## config.mk

```make
export PLATFORM = sky130hd
export DESIGN_NAME = clk_div_sched
export DESIGN_NICKNAME = d
export VERILOG_FILES = /design/src/rtl/clk_sched_pkg.sv /design/src/rtl/clk_div_chan.sv /design/src/rtl/clk_div_sched.sv
export SDC_FILE = /design/constraint.sdc
export NUM_CORES = 1
export LEC_CHECK = 0
export BUFFER_PORTS_ARGS = -buffer_cell sky130_fd_sc_hd__buf_2
export CAP_MARGIN = 20
export CORE_UTILIZATION = 52
export DETAILED_ROUTE_END_ITERATION = 10
export PLACE_DENSITY = 0.65
export SYNTH_ARGS = -nofsm -noshare
export SYNTH_HDL_FRONTEND = slang
export SYNTH_SLANG_ARGS = --single-unit
```

## constraint.sdc

```tcl
create_clock -name clk -period 8 [get_ports clk]
set_input_delay 0.4 -clock clk [delete_from_list [all_inputs] [get_ports clk]]
set_output_delay 0.4 -clock clk [all_outputs]
set_load 0.01 [all_outputs]
```

## src/rtl/clk_sched_pkg.sv

```systemverilog
// Shared definitions for the divided-clock scheduler: config FSM encoding,
// default channel count / counter width, and the channel-index width helper.
package clk_sched_pkg;

  localparam int N_DEF = 4;
  localparam int W_DEF = 20;

  typedef enum logic [1:0] {
    ST_IDLE  = 2'd0,
    ST_PEND  = 2'd1,
    ST_APPLY = 2'd2
  } cfg_state_t;

  // A single channel still needs a 1-bit index port.
  function automatic int idx_width(input int n);
    return (n > 1) ? $clog2(n) : 1;
  endfunction

endpackage

```

## src/rtl/clk_div_chan.sv

```systemverilog
// One divided-clock channel: wrapping counter with registered tick strobe and
// square-wave enable, divisor load port and a boundary flag for the config FSM.
module clk_div_chan
  import clk_sched_pkg::*;
#(
  parameter int W = W_DEF
) (
  input  logic         clk,
  input  logic         rst,
  input  logic         ld,
  input  logic [W-1:0] ld_div,
  input  logic         sync,
  output logic         tick,
  output logic         clk_out,
  output logic         boundary
);

  logic [W-1:0] div;
  logic [W-1:0] cnt;
  logic [W-1:0] div_n;
  logic [W-1:0] cnt_n;
  logic [W-1:0] last;
  logic         wrap;

  assign last     = div - W'(1);
  assign wrap     = (div != '0) && (cnt == last);
  assign boundary = (div == '0) || wrap;

  always_comb begin
    div_n = div;
    cnt_n = cnt;
    if (ld) begin
      div_n = ld_div;
      cnt_n = '0;
    end else if ((div == '0) || sync || wrap) begin
      cnt_n = '0;
    end else begin
      cnt_n = cnt + W'(1);
    end
  end

  // Outputs are computed from next-state values so they line up with cnt.
  // A sync restart never strobes in its first cycle, even for D=1.
  always_ff @(posedge clk or negedge rst) begin
    if (!rst) begin
      div     <= '0;
      cnt     <= '0;
      tick    <= 1'b0;
      clk_out <= 1'b0;
    end else begin
      div     <= div_n;
      cnt     <= cnt_n;
      tick    <= (div_n != '0) && (cnt_n == (div_n - W'(1))) && !sync;
      clk_out <= (cnt_n < (div_n >> 1));
    end
  end

endmodule

```

## src/rtl/clk_div_sched.sv

```systemverilog
// N-channel runtime-programmable clock-enable scheduler; divisor updates are
// queued in a single pending slot and applied only at the target's boundary.
//
//  state    | meaning
//  ---------+----------------------------------------------------------
//  ST_IDLE  | slot free, cfg_ready=1, accepts a new divisor
//  ST_PEND  | slot full, waiting for target's tick, D==0, or sync
//  ST_APPLY | one cycle: pending divisor loaded, target counter cleared
module clk_div_sched
  import clk_sched_pkg::*;
#(
  parameter int  N  = N_DEF,
  parameter int  W  = W_DEF,
  localparam int CW = idx_width(N)
) (
  input  logic          clk,
  input  logic          rst,
  input  logic          cfg_valid,
  output logic          cfg_ready,
  input  logic [CW-1:0] cfg_ch,
  input  logic [W-1:0]  cfg_div,
  input  logic          sync,
  output logic [N-1:0]  tick_out,
  output logic [N-1:0]  clk_out,
  output logic          busy
);

  localparam logic [CW:0] N_CH = (CW + 1)'(N);

  cfg_state_t    state;
  logic [CW-1:0] pend_ch;
  logic [W-1:0]  pend_div;
  logic [N-1:0]  bnd;
  logic [N-1:0]  ld;
  logic          xfer;
  logic          ch_ok;
  logic          pend_bnd;

  assign xfer     = cfg_valid && cfg_ready;
  assign ch_ok    = ({1'b0, cfg_ch} < N_CH);
  assign pend_bnd = bnd[pend_ch];

  for (genvar i = 0; i < N; i++) begin : g_chan
    // A sync during PEND loads in the same edge as the alignment.
    assign ld[i] = (pend_ch == CW'(i)) &&
                   ((state == ST_APPLY) || ((state == ST_PEND) && sync));

    clk_div_chan #(.W(W)) u_chan (
      .clk      (clk),
      .rst      (rst),
      .ld       (ld[i]),
      .ld_div   (pend_div),
      .sync     (sync),
      .tick     (tick_out[i]),
      .clk_out  (clk_out[i]),
      .boundary (bnd[i])
    );
  end

  always_ff @(posedge clk or negedge rst) begin
    if (!rst) begin
      state     <= ST_IDLE;
      pend_ch   <= '0;
      pend_div  <= '0;
      cfg_ready <= 1'b1;
      busy      <= 1'b0;
    end else begin
      case (state)
        ST_IDLE: begin
          if (xfer && ch_ok) begin
            pend_ch   <= cfg_ch;
            pend_div  <= cfg_div;
            state     <= ST_PEND;
            cfg_ready <= 1'b0;
            busy      <= 1'b1;
          end
        end
        ST_PEND: begin
          // Already applied alongside the sync, so skip the APPLY cycle.
          if (sync) begin
            state     <= ST_IDLE;
            cfg_ready <= 1'b1;
            busy      <= 1'b0;
          end else if (pend_bnd) begin
            state <= ST_APPLY;
          end
        end
        ST_APPLY: begin
          state     <= ST_IDLE;
          cfg_ready <= 1'b1;
          busy      <= 1'b0;
        end
        default: begin
          state     <= ST_IDLE;
          cfg_ready <= 1'b1;
          busy      <= 1'b0;
        end
      endcase
    end
  end

endmodule

```

==> metrics.md, run 1 <==
| Metric | Value |
|---|---|
| Share of layout cells above drive strength 1 | `8.00%` |
| Post-synth EDFFs | `0` |
| Total power | `1.97 mW` |
| DP Area | `0.0172 sq mm` |
| Main synth FF type | `dfrtp_1` |
| TNS Setup | `0 ps` |
| RePlAce Congestion | `0.976` |
| Max clock buf depth | `2` |
| Initial antenna violation count | `4` |
| Placed Instances | `2334` |
| Relative slew margins | `25.0%` |
| Utilization after layout | `56.1%` |
| Top cell type's share of synthesized area | `28.8%` |
| Post-Synth Adder-Cell Area | `6.55%` |
| Failing checks | `hold timing` |
| First-pass GRT wire length | `84.1 mm` |
| Antenna Cells | `0` |
| Total core area | `0.0316 sq mm` |
| Vias in the first global route | `14301` |
| Largest area contributor in the netlist | `dfrtp_1` |
| Syn_nets | `2090` |
| Worst-Skew Late Latency | `470 ps` |
| WL/cell | `23.1 microns` |
| Yosys warning count | `0` |
| RSZ-0062 raised after global routing | `false` |
| Initial core utilization | `52.9%` |
| GRT Util Overall | `33.6%` |
| Slack of the critical path | `2320 ps` |
| Fin. Hold Viols | `3` |
| Crit end category | `flop` |
| Fin crit share | `70.9%` |
| Place WS | `2500 ps` |
| # DRC | `0` |
| Worst Max-Slew Pin Slew | `1120 ps` |
| Fin Clk Skew | `12.7 ps` |
| Final Max Tran Viols | `0` |
| Tightest Hold Check Type | `in2async` |
| Power density cells | `111 mW/mm^2` |
| I/O Buffers | `35` |
| Fill cells | `2965` |
| Worst R2R Start | `g_chan[2].u_chan.div[0]$_DFF_PN0_` |
| Post-Syn Area | `0.0167 sq mm` |
| CTS buffer count | `17` |
| Largest net degree at the start of global routing | `83` |
| DR vias/cell | `6.35` |
| Cell variety after synth | `84` |
| Reg-to-reg endpoint | `g_chan[2].u_chan.clk_out$_DFF_PN0_` |
| CTS tree | `done` |
| WHS | `-6.89 ps` |
| R2r setup slk | `2320 ps` |
| Worst r2r path cells | `17` |
| F_max | `176 MHz` |
| Required @ worst endpoint | `8360 ps` |
| H-tree levels | `4` |
| CTS root buffer | `clkbuf_16` |
| Sinks on Clock Net | `194` |
| Sequential-to-total area share from yosys stat | `29.0%` |
| Hold buffer count at cts | `0` |
| Final WL | `54.7 mm` |
| Commonest cells after routing, fill and taps aside | `193 x dfrtp_1, 191 x xnor2_1, 184 x nor2_1` |
| Largest family of logic cells by synthesized area | `simple AND/OR/NAND/NOR gates` |
| Max capacitance violation total | `0` |
| Post-Synth Simple-Gate Area | `23.7%` |
| Syn avg cell area | `8.47 sq um` |
| Post-CTS Repair Setup Buffers | `0` |
| Final instance area | `0.0177 sq mm` |
| Multiplexer area fraction after synthesis | `7.28%` |
| Asr flop ratio synth | `100%` |
| Commonest non-fill, non-tap cell in the layout | `dfrtp_1` |
| Post-layout min period | `5680 ps` |
| ANT nets after route | `0` |
| Synth Area in XOR/XNOR | `15.1%` |
| Hpwl dp | `41.9 mm` |
| CTS clk-pin slew, worst paths | `70 ps` |
| Final setup violation count | `0` |
| Synth top area cells | `dfrtp_1 29%, xnor2_1 10%, ha_1 6.4%, xor2_1 4.7%, mux2i_1 4.7%` |
| Critical path class | `reg2reg` |
| GRT overflow | `0` |
| #FFs+latches synth | `194` |
| Die X | `181 microns` |
| WP data arrival | `6040 ps` |
| Row cnt | `65` |
| Drt pass-1 iters | `8` |
| IR drop worst, VDD | `0.000165 V` |
| Startpoint Class | `flop` |
| Area Growth Syn to Fin | `5.90%` |
| DR iter-0 viols | `1531` |
| Cells after Synth | `1978` |
| Resized cells post-CTS | `0` |
| Die ar. | `0.0329 sq mm` |
| Leakage power | `7.95 nW` |
| Die Height | `181 microns` |
| Final Instance Count excl. Fillers | `2365` |
| Vias | `15023` |
| Final net count | `2063` |
| Status | `complete, but fails checks` |
| Compound-Gate Fraction of Synth Area | `12.9%` |
| Worst Path Max Fanout | `26` |
| IO Pins | `36` |
-- worst max-delay path, cell delays in order, from the launching register on --
cell and delay, ps:
dfrtp_1 490, inv_1 120, ha_1 390, nor4b_4 580, and4_1 340, a211oi_1 90
nor3_1 210, a31oi_1 100, a2111oi_1 660, or4_1 850, nor2_1 170, ha_1 360
a21o_1 180, a21o_1 170, a21oi_1 140, nor2_1 50, or4_1 400, a211oi_1 270
-- per-layer routing --
layer / track usage, % / part of all wire, % / routed length, microns
met1: 44.1 / 43 / 23300
met2: 53.8 / 46 / 24900
met3: 6.98 / 7.6 / 4130
met4: 13.9 / 4.3 / 2330
met5: 0 / 0.020 / 11
-- Yosys cell counts (71+ instances only) --
master	number
nor2_1	184
inv_1	123
dfrtp_1	193
nand2_1	120
ha_1	86
nand3_1	91
mux2i_1	78
nor3_1	72
xor2_1	90
xnor2_1	191
a21oi_1	71
-- sequential cells by signal (all words and copies together), names as in the netlist --
register / flops
busy: 1
cfg_ready: 1
g_chan.u_chan.clk_out: 4
g_chan.u_chan.cnt: 80
g_chan.u_chan.div: 80
g_chan.u_chan.tick: 4
pend_ch: 2
pend_div: 20
state: 2
-- how the worst max path moves through the flow --
stage | startpoint | to | slack [ps] | cells past startpoint
3_5_place_dp | g_chan[2].u_chan.div[0]$_DFF_PN0_ | g_chan[2].u_chan.clk_out$_DFF_PN0_ | 2500 | 17
2_1_floorplan | state[0]$_DFFE_PN0P_ | g_chan[0].u_chan.tick$_DFF_PN0_ | 3300 | 20
4_1_cts | g_chan[2].u_chan.div[0]$_DFF_PN0_ | g_chan[2].u_chan.clk_out$_DFF_PN0_ | 2420 | 17
5_1_grt | g_chan[2].u_chan.div[0]$_DFF_PN0_ | g_chan[2].u_chan.clk_out$_DFF_PN0_ | 1860 | 17
3_3_place_gp | g_chan[2].u_chan.div[0]$_DFF_PN0_ | g_chan[2].u_chan.clk_out$_DFF_PN0_ | 2710 | 17
6_report | g_chan[2].u_chan.div[0]$_DFF_PN0_ | g_chan[2].u_chan.clk_out$_DFF_PN0_ | 2320 | 17
-- kinds of logic after synthesis --
| kind of cell | after synthesis |
|---|---|
| AO/OA/AOI/OAI | 318 |
| XOR/XNOR | 284 |
| adder cells (fa/ha/maj) | 88 |
| buffers and inverters | 224 |
| flip-flops | 194 |
| multiplexers | 117 |
| AND/OR/NAND/NOR | 753 |
-- cell type report --
class	instances	area (sq um)	share of cell area, %
multi-input combinational	1560	11000	62.1
sequential	194	4860	27.4
tap	402	503	2.84
inverter	123	462	2.60
clock buffer	19	443	2.50
timing repair buffer	55	334	1.88
clock inverter	12	133	0.748
-- power by group --
group / total [mW] / internal [mW] / leakage [nW] / switching, mW
combinational: 0.0826 / 0.0271 / 5.06 / 0.0554
clock: 0.892 / 0.468 / 0.276 / 0.423
sequential: 0.991 / 0.983 / 2.62 / 0.00808
No activity file was read; power rests on OpenSTA's default activity.
==> run 2, diff against run 1 <==
PLACE_DENSITY = 0.68   (was 0.65)
clock period = 5 ns   (was 8 ns; I/O delays follow)
==> run 2 against run 1 <==
  * The run now ends clean
  * Setup slack got worse by 2100 ps
  * Register-to-register slack got worse by 2100 ps
  * Sequential share of layout area shrank 0.73 points
  * Sequential power rose by 60%
  * Critical path type unchanged
==> metrics.md, run 2 (synthesis gave the netlist of run 1 again) <==
| Metric | Value |
|---|---|
| Status | `finished clean` |
| Multi-input gate area | `0.0110 sq mm (+0.30%)` |
| Final WL | `55.5 mm (+1.6%)` |
| Die Height | `181 microns (unchanged)` |
| RePlAce Congestion | `1.03 (+5.2%)` |
| Final setup violation count | `0 (unchanged)` |
| ANT nets after route | `0 (unchanged)` |
| Placed Instances | `2385 (+2.2%)` |
| Final Instance Count excl. Fillers | `2425 (+2.5%)` |
| Required @ worst endpoint | `5370 ps (-2990 ps)` |
| Critical path class | `reg2reg` |
| Commonest cells after routing, fill and taps aside | `193 x dfrtp_1, 191 x xnor2_1, 184 x nor2_1` |
| WL/cell | `22.9 microns (-0.88%)` |
| TNS Setup | `0 ps (unchanged)` |
| Max capacitance violation total | `0 (unchanged)` |
| Commonest non-fill, non-tap cell in the layout | `dfrtp_1` |
| GRT Util Overall | `34.3% (+0.70 points)` |
| Worst path max stage delay | `660 ps (-190 ps)` |
| Power density cells | `172 mW/mm^2 (+55%)` |
| Die ar. | `0.0329 sq mm (unchanged)` |
| Share of layout cells above drive strength 1 | `10.9% (+2.9 points)` |
| CTS buffer count | `17 (unchanged)` |
| Slowest CP cell | `a2111oi_0` |
| DR iter-0 viols | `1596 (+4.2%)` |
| Hpwl dp | `43.0 mm (+2.7%)` |
| Worst Path Max Fanout | `8 (-69%)` |
| DR vias/cell | `6.31 (-0.68%)` |
| Worst r2r path cells | `15 (-2)` |
| Sinks on Clock Net | `194 (unchanged)` |
| Fill cells | `2875 (-3.0%)` |
| I/O Buffers | `35 (unchanged)` |
| IR drop worst, VDD | `0.000254 V (+54%)` |
| Area Growth Syn to Fin | `8.82%` |
| Die X | `181 microns (unchanged)` |
| Initial antenna violation count | `0 (-4)` |
| DP Area | `0.0176 sq mm (+2.3%)` |
| Crit path cell chain | `and3b_1 -> o211a_1 -> o21ai_0 -> inv_1 -> ha_1 -> nand3_1 -> nand2_1 -> xnor2_1 -> nand2_1 -> a2111oi_0 -> buf_4 -> o2111ai_1 -> a2111oi_1 -> buf_4 -> o2111a_1` |
| Post-layout min period | `4730 ps (-943 ps)` |
| Worst-Skew Late Latency | `460 ps (about the same)` |
| CTS root buffer | `clkbuf_16` |
| Critical path depth | `15 (-2)` |
| Relative slew margins | `39.1% (+14 points)` |
| Leakage power | `8.26 nW (+3.8%)` |
| # DRC | `0 (unchanged)` |
| WP buf/inv | `3 (+2)` |
| WP data arrival | `5110 ps (-930 ps)` |
| Drt pass-1 iters | `7 (-1)` |
| Top cell family by delay on the critical path | `compound AO/OA/AOI/OAI gates` |
| Final instance area | `0.0182 sq mm (+2.8%)` |
| Register area | `0.00486 sq mm (unchanged)` |
| R2r setup slk | `270 ps (-2060 ps)` |
| Tightest Hold Check Type | `in2reg` |
| WHS | `10.1 ps (+17.0 ps)` |
| Worst Max-Slew Pin Slew | `889 ps (-228 ps)` |
| Crit end category | `flop` |
| Vias | `15299 (+1.8%)` |
| IO Pins | `36 (unchanged)` |
| Top flop regs | `g_chan.u_chan.cnt: 80 flops, g_chan.u_chan.div: 80 flops, pend_div: 20 flops` |
| Startpoint Class | `flop` |
| Fin. Hold Viols | `0 (-3)` |
| Max clock buf depth | `2 (unchanged)` |
| Initial core utilization | `52.9% (unchanged)` |
| CTS tree | `done` |
| Largest net degree at the start of global routing | `129 (+55%)` |
| CTS clk-pin slew, worst paths | `80 ps (about the same)` |
| Fin Clk Skew | `11.1 ps (-1.63 ps)` |
| Total core area | `0.0316 sq mm (unchanged)` |
| Final net count | `2123 (+2.9%)` |
| Vias in the first global route | `14999 (+4.9%)` |
| Row cnt | `65 (unchanged)` |
| Fin crit share | `94.7% (+24 points)` |
| GRT overflow | `0 (unchanged)` |
| Hold depth | `3` |
| First-pass GRT wire length | `86.6 mm (+3.0%)` |
| Utilization after layout | `57.6% (+1.5 points)` |
| H-tree levels | `4 (unchanged)` |
| Antenna Cells | `0 (unchanged)` |
| Final Max Tran Viols | `0 (unchanged)` |
| F_max | `211 MHz (+20%)` |
==> run 2: final cells by class <==
type / instances / share of cell area, %
multi-input combinational: 1560 / 60.6
sequential: 194 / 26.6
clock inverter: 7 / 0.412
clock buffer: 24 / 2.70
timing repair buffer: 115 / 4.39
inverter: 123 / 2.53
tap: 402 / 2.76
==> run 2: worst paths after layout <==
check,start,endpoint
hold reg to reg,busy$_DFFE_PN0P_,busy$_DFFE_PN0P_
hold / removal,cfg_ch[1],pend_ch[1]$_DFFE_PN0P_
setup / recovery,state[0]$_DFFE_PN0P_,g_chan[3].u_chan.tick$_DFF_PN0_
min in group asynchronous,rst,g_chan[3].u_chan.cnt[3]$_DFF_PN0_
setup reg to reg,state[0]$_DFFE_PN0P_,g_chan[3].u_chan.tick$_DFF_PN0_
max in group asynchronous,rst,g_chan[2].u_chan.cnt[14]$_DFF_PN0_
==> run 2: timing repair <==
action                     CTS  global route
setup buffers                0             8
setup endpoints to repair    0             5
resized for setup            0             8
hold endpoints to repair    65             0
hold buffers                 1             0
==> run 2: routing by layer <==
| metal | wire, microns | global-route usage, % |
|---|---|---|
| met5 | 0 | 0 |
| met4 | 2650 | 17.0 |
| met3 | 4000 | 5.92 |
| met2 | 25200 | 54.9 |
| met1 | 23700 | 44.7 |
==> run 2: worst reg2reg max path: cells and delay by family, from the launching register on <==
kind / cells / cell delay, ps
xor+xnor: 1 / 320
fa+ha+maj: 1 / 400
simple gates: 4 / 670
flops: 1 / 460
buf+inv: 3 / 540
compound gates: 6 / 2260
==> run 2: where the power goes <==
part	switching, mW	internal (mW)	leakage [nW]
sequential	0.0130	1.57	2.62
clock	0.664	0.740	0.269
combinational	0.0900	0.0496	5.37
total	0.767	2.36	8.26
==> run 2: per-stage QoR <==
stage	setup WS [ps]	total power [mW]
floorplan	297	1.68
global placement	45.0	1.75
detailed placement	148	1.75
CTS	115	3.13
global route	-0.566	3.22
finish	267	3.13
==> run 3, diff against run 2 <==
HOLD_SLACK_MARGIN = 0.02   (was unset)
clock period = 4.3 ns   (was 5 ns; I/O delays follow)
==> run 3 against run 2 <==
  * Highest routed layer unchanged
  * Critical endpoint is now g_chan[0].u_chan.clk_out$_DFF_PN0_
  * Setup slack lost 120 ps
  * Total power is 22% higher
  * Clock power rose by 29%
  * Hold slack better by 27 ps
  * Final cell count up 6.0%
  * Final area increased by 7.9%
  * Wire length is 5.8% higher
  * Clock skew up 8.2 ps
  * Critical path depth is the same
==> metrics.md, run 3 (synthesis gave the netlist of run 1 again) <==
| Metric | Value |
|---|---|
| DR iter-0 viols | `1707 (+7.0%)` |
| RePlAce Congestion | `0.994 (-3.3%)` |
| First-pass GRT wire length | `90.2 mm (+4.3%)` |
| Worst r2r path cells | `15 (unchanged)` |
| Required @ worst endpoint | `4660 ps (-710 ps)` |
| Area Growth Syn to Fin | `17.4%` |
| Hpwl dp | `45.3 mm (+5.3%)` |
| WHS | `36.8 ps (+26.6 ps)` |
| Critical path class | `reg2reg` |
| Total core area | `0.0316 sq mm (unchanged)` |
| # DRC | `0 (unchanged)` |
| CTS clk-pin slew, worst paths | `80 ps (about the same)` |
| Sinks on Clock Net | `194 (unchanged)` |
| Final Max Tran Viols | `0 (unchanged)` |
| Fin crit share | `96.5% (+1.8 points)` |
| Final WL | `58.7 mm (+5.8%)` |
| CTS root buffer | `clkbuf_16` |
| Commonest non-fill, non-tap cell in the layout | `buf_4` |
| Relative slew margins | `48.4% (+9.3 points)` |
| Final net count | `2265 (+6.7%)` |
| IO Pins | `36 (unchanged)` |
| R2r setup slk | `150 ps (-120 ps)` |
| Post-layout min period | `4150 ps (-585 ps)` |
| Max capacitance violation total | `0 (unchanged)` |
| IR drop worst, VDD | `0.000312 V (+23%)` |
| Utilization after layout | `62.2% (+4.6 points)` |
| Critical path destination | `g_chan[0].u_chan.clk_out$_DFF_PN0_` |
| Leakage power | `9.01 nW (+9.1%)` |
| Initial core utilization | `52.9% (unchanged)` |
| F_max | `241 MHz (+14%)` |
| Die ar. | `0.0329 sq mm (unchanged)` |
| Commonest cells after routing, fill and taps aside | `197 x buf_4, 191 x xnor2_1, 187 x dfrtp_1` |
| DR vias/cell | `6.29 (-0.25%)` |
| Worst R2R Start | `g_chan[0].u_chan.div[11]$_DFF_PN0_` |
| Startpoint Class | `flop` |
| Initial antenna violation count | `0 (unchanged)` |
| Status | `finished clean` |
| Drt pass-1 iters | `6 (-1)` |
| WL/cell | `22.9 microns (-0.20%)` |
| Share of layout cells above drive strength 1 | `18.2% (+7.4 points)` |
| Top flop regs | `g_chan.u_chan.cnt: 80 flops, g_chan.u_chan.div: 80 flops, pend_div: 20 flops` |
| Fin. Hold Viols | `0 (unchanged)` |
| Row cnt | `65 (unchanged)` |
| Worst-Skew Late Latency | `480 ps (+20 ps)` |
| Worst Path Max Fanout | `6 (-2)` |
| I/O Buffers | `35 (unchanged)` |
| Max clock buf depth | `2 (unchanged)` |
| GRT overflow | `0 (unchanged)` |
| Die X | `181 microns (unchanged)` |
| WP data arrival | `4510 ps (-600 ps)` |
| Vias | `16173 (+5.7%)` |
| H-tree levels | `4 (unchanged)` |
| Vias in the first global route | `15626 (+4.2%)` |
| Worst Setup SP | `g_chan[0].u_chan.div[11]$_DFF_PN0_` |
| ANT nets after route | `0 (unchanged)` |
| GRT Util Overall | `35.9% (+1.6 points)` |
| Die Height | `181 microns (unchanged)` |
| CTS buffer count | `17 (unchanged)` |
| Power density cells | `195 mW/mm^2 (+13%)` |
| Tightest Hold Check Type | `in2reg` |
| CTS tree | `done` |
| Crit end category | `flop` |
| Final setup violation count | `0 (unchanged)` |
| Reg-to-reg endpoint | `g_chan[0].u_chan.clk_out$_DFF_PN0_` |
| Worst Max-Slew Pin Slew | `766 ps (-123 ps)` |
| Largest net degree at the start of global routing | `83 (-36%)` |
| Fin Clk Skew | `19.2 ps (+8.17 ps)` |
==> run 3: changes by cell type in the layout (fill, tap and decap cells not counted), moves of 6 or more <==
cell,before,now
dfrtp_1,193,187
buf_4,78,197
nor4_2,3,9
nor4_1,36,30
dfrtp_2,0,6
dlygate4sd3_1,1,19
==> run 3: worst min path at each step <==
stage,startpoint,cells past startpoint,end,slack [ps]
after detailed placement,rst,1,g_chan[3].u_chan.cnt[0]$_DFF_PN0_,340
after floorplan,rst,0,busy$_DFFE_PN0P_,-80
final,cfg_div[7],2,pend_div[7]$_DFFE_PN0P_,40
after global routing,cfg_div[4],2,pend_div[4]$_DFFE_PN0P_,50
after CTS,cfg_div[7],2,pend_div[7]$_DFFE_PN0P_,20
after global placement,rst,1,g_chan[3].u_chan.cnt[0]$_DFF_PN0_,330
==> run 3: repair_timing <==
| action | 4_1_cts | 5_1_grt |
|---|---|---|
| endpoints found under the hold margin | 97 | 0 |
| pin swaps | 0 | 11 |
| hold buffers | 19 | 0 |
| setup buffers | 0 | 8 |
| gates resized for setup | 2 | 67 |
| endpoints found under the setup margin | 1 | 8 |
==> run 3: final cells by class <==
class                           instances  area (sq um)
Clock buffer                           17           425
Multi-Input combinational cell       1560         11300
Clock inverter                         15           199
Antenna cell                            2          5.00
Tap cell                              402           503
Fill cell                            2812         12000
Inverter                              123           462
Sequential cell                       194          4860
Timing Repair Buffer                  257          1940
==> run 3: routing by layer <==
metal | vias to the layer above | wire (microns) | global-route usage (%)
met1 | 7901 | 25300 | 48.9
met4 | 0 | 1870 | 12.1
met2 | 770 | 26800 | 57.5
met3 | 113 | 4770 | 6.16
li1 | 7389 | - | -
met5 | - | 0 | 0
==> run 3: report_power, final <==
group	internal, mW	switching [mW]	leakage, nW	total [mW]
Clock	0.936	0.860	0.296	1.80
Sequential	1.83	0.0167	2.61	1.85
Combinational	0.0714	0.113	6.11	0.185
Total	2.84	0.990	9.01	3.83
==> run 3: worst max-delay path, stage by stage (launching register included) <==
cell and delay, ps:
dfrtp_1 380, or3_1 390, or3_1 430, a2111oi_4 350, o22ai_2 140, or4_4 570, o21ai_4 300, buf_4 200
nor2_1 60, ha_1 310, nand4_1 100, nor2_1 200, nand2_1 120, a2111oi_2 260, buf_4 180, nor4_2 40
==> run 3: through the flow <==
step | setup TNS, ps | instances | power (mW) | area, sq um | setup WS (ps)
3_3_place_gp | -58.4 | 2509 | 2.05 | 18500 | -32.4
5_1_grt | -50.2 | 2568 | 3.92 | 19700 | -33.5
2_1_floorplan | -23.0 | 1978 | 1.95 | 16800 | -23.0
6_report | 0 | 2570 | 3.83 | 19700 | 152
4_1_cts | 0 | 2560 | 3.83 | 19300 | 18.1
3_5_place_dp | -129 | 2509 | 2.05 | 18500 | -129
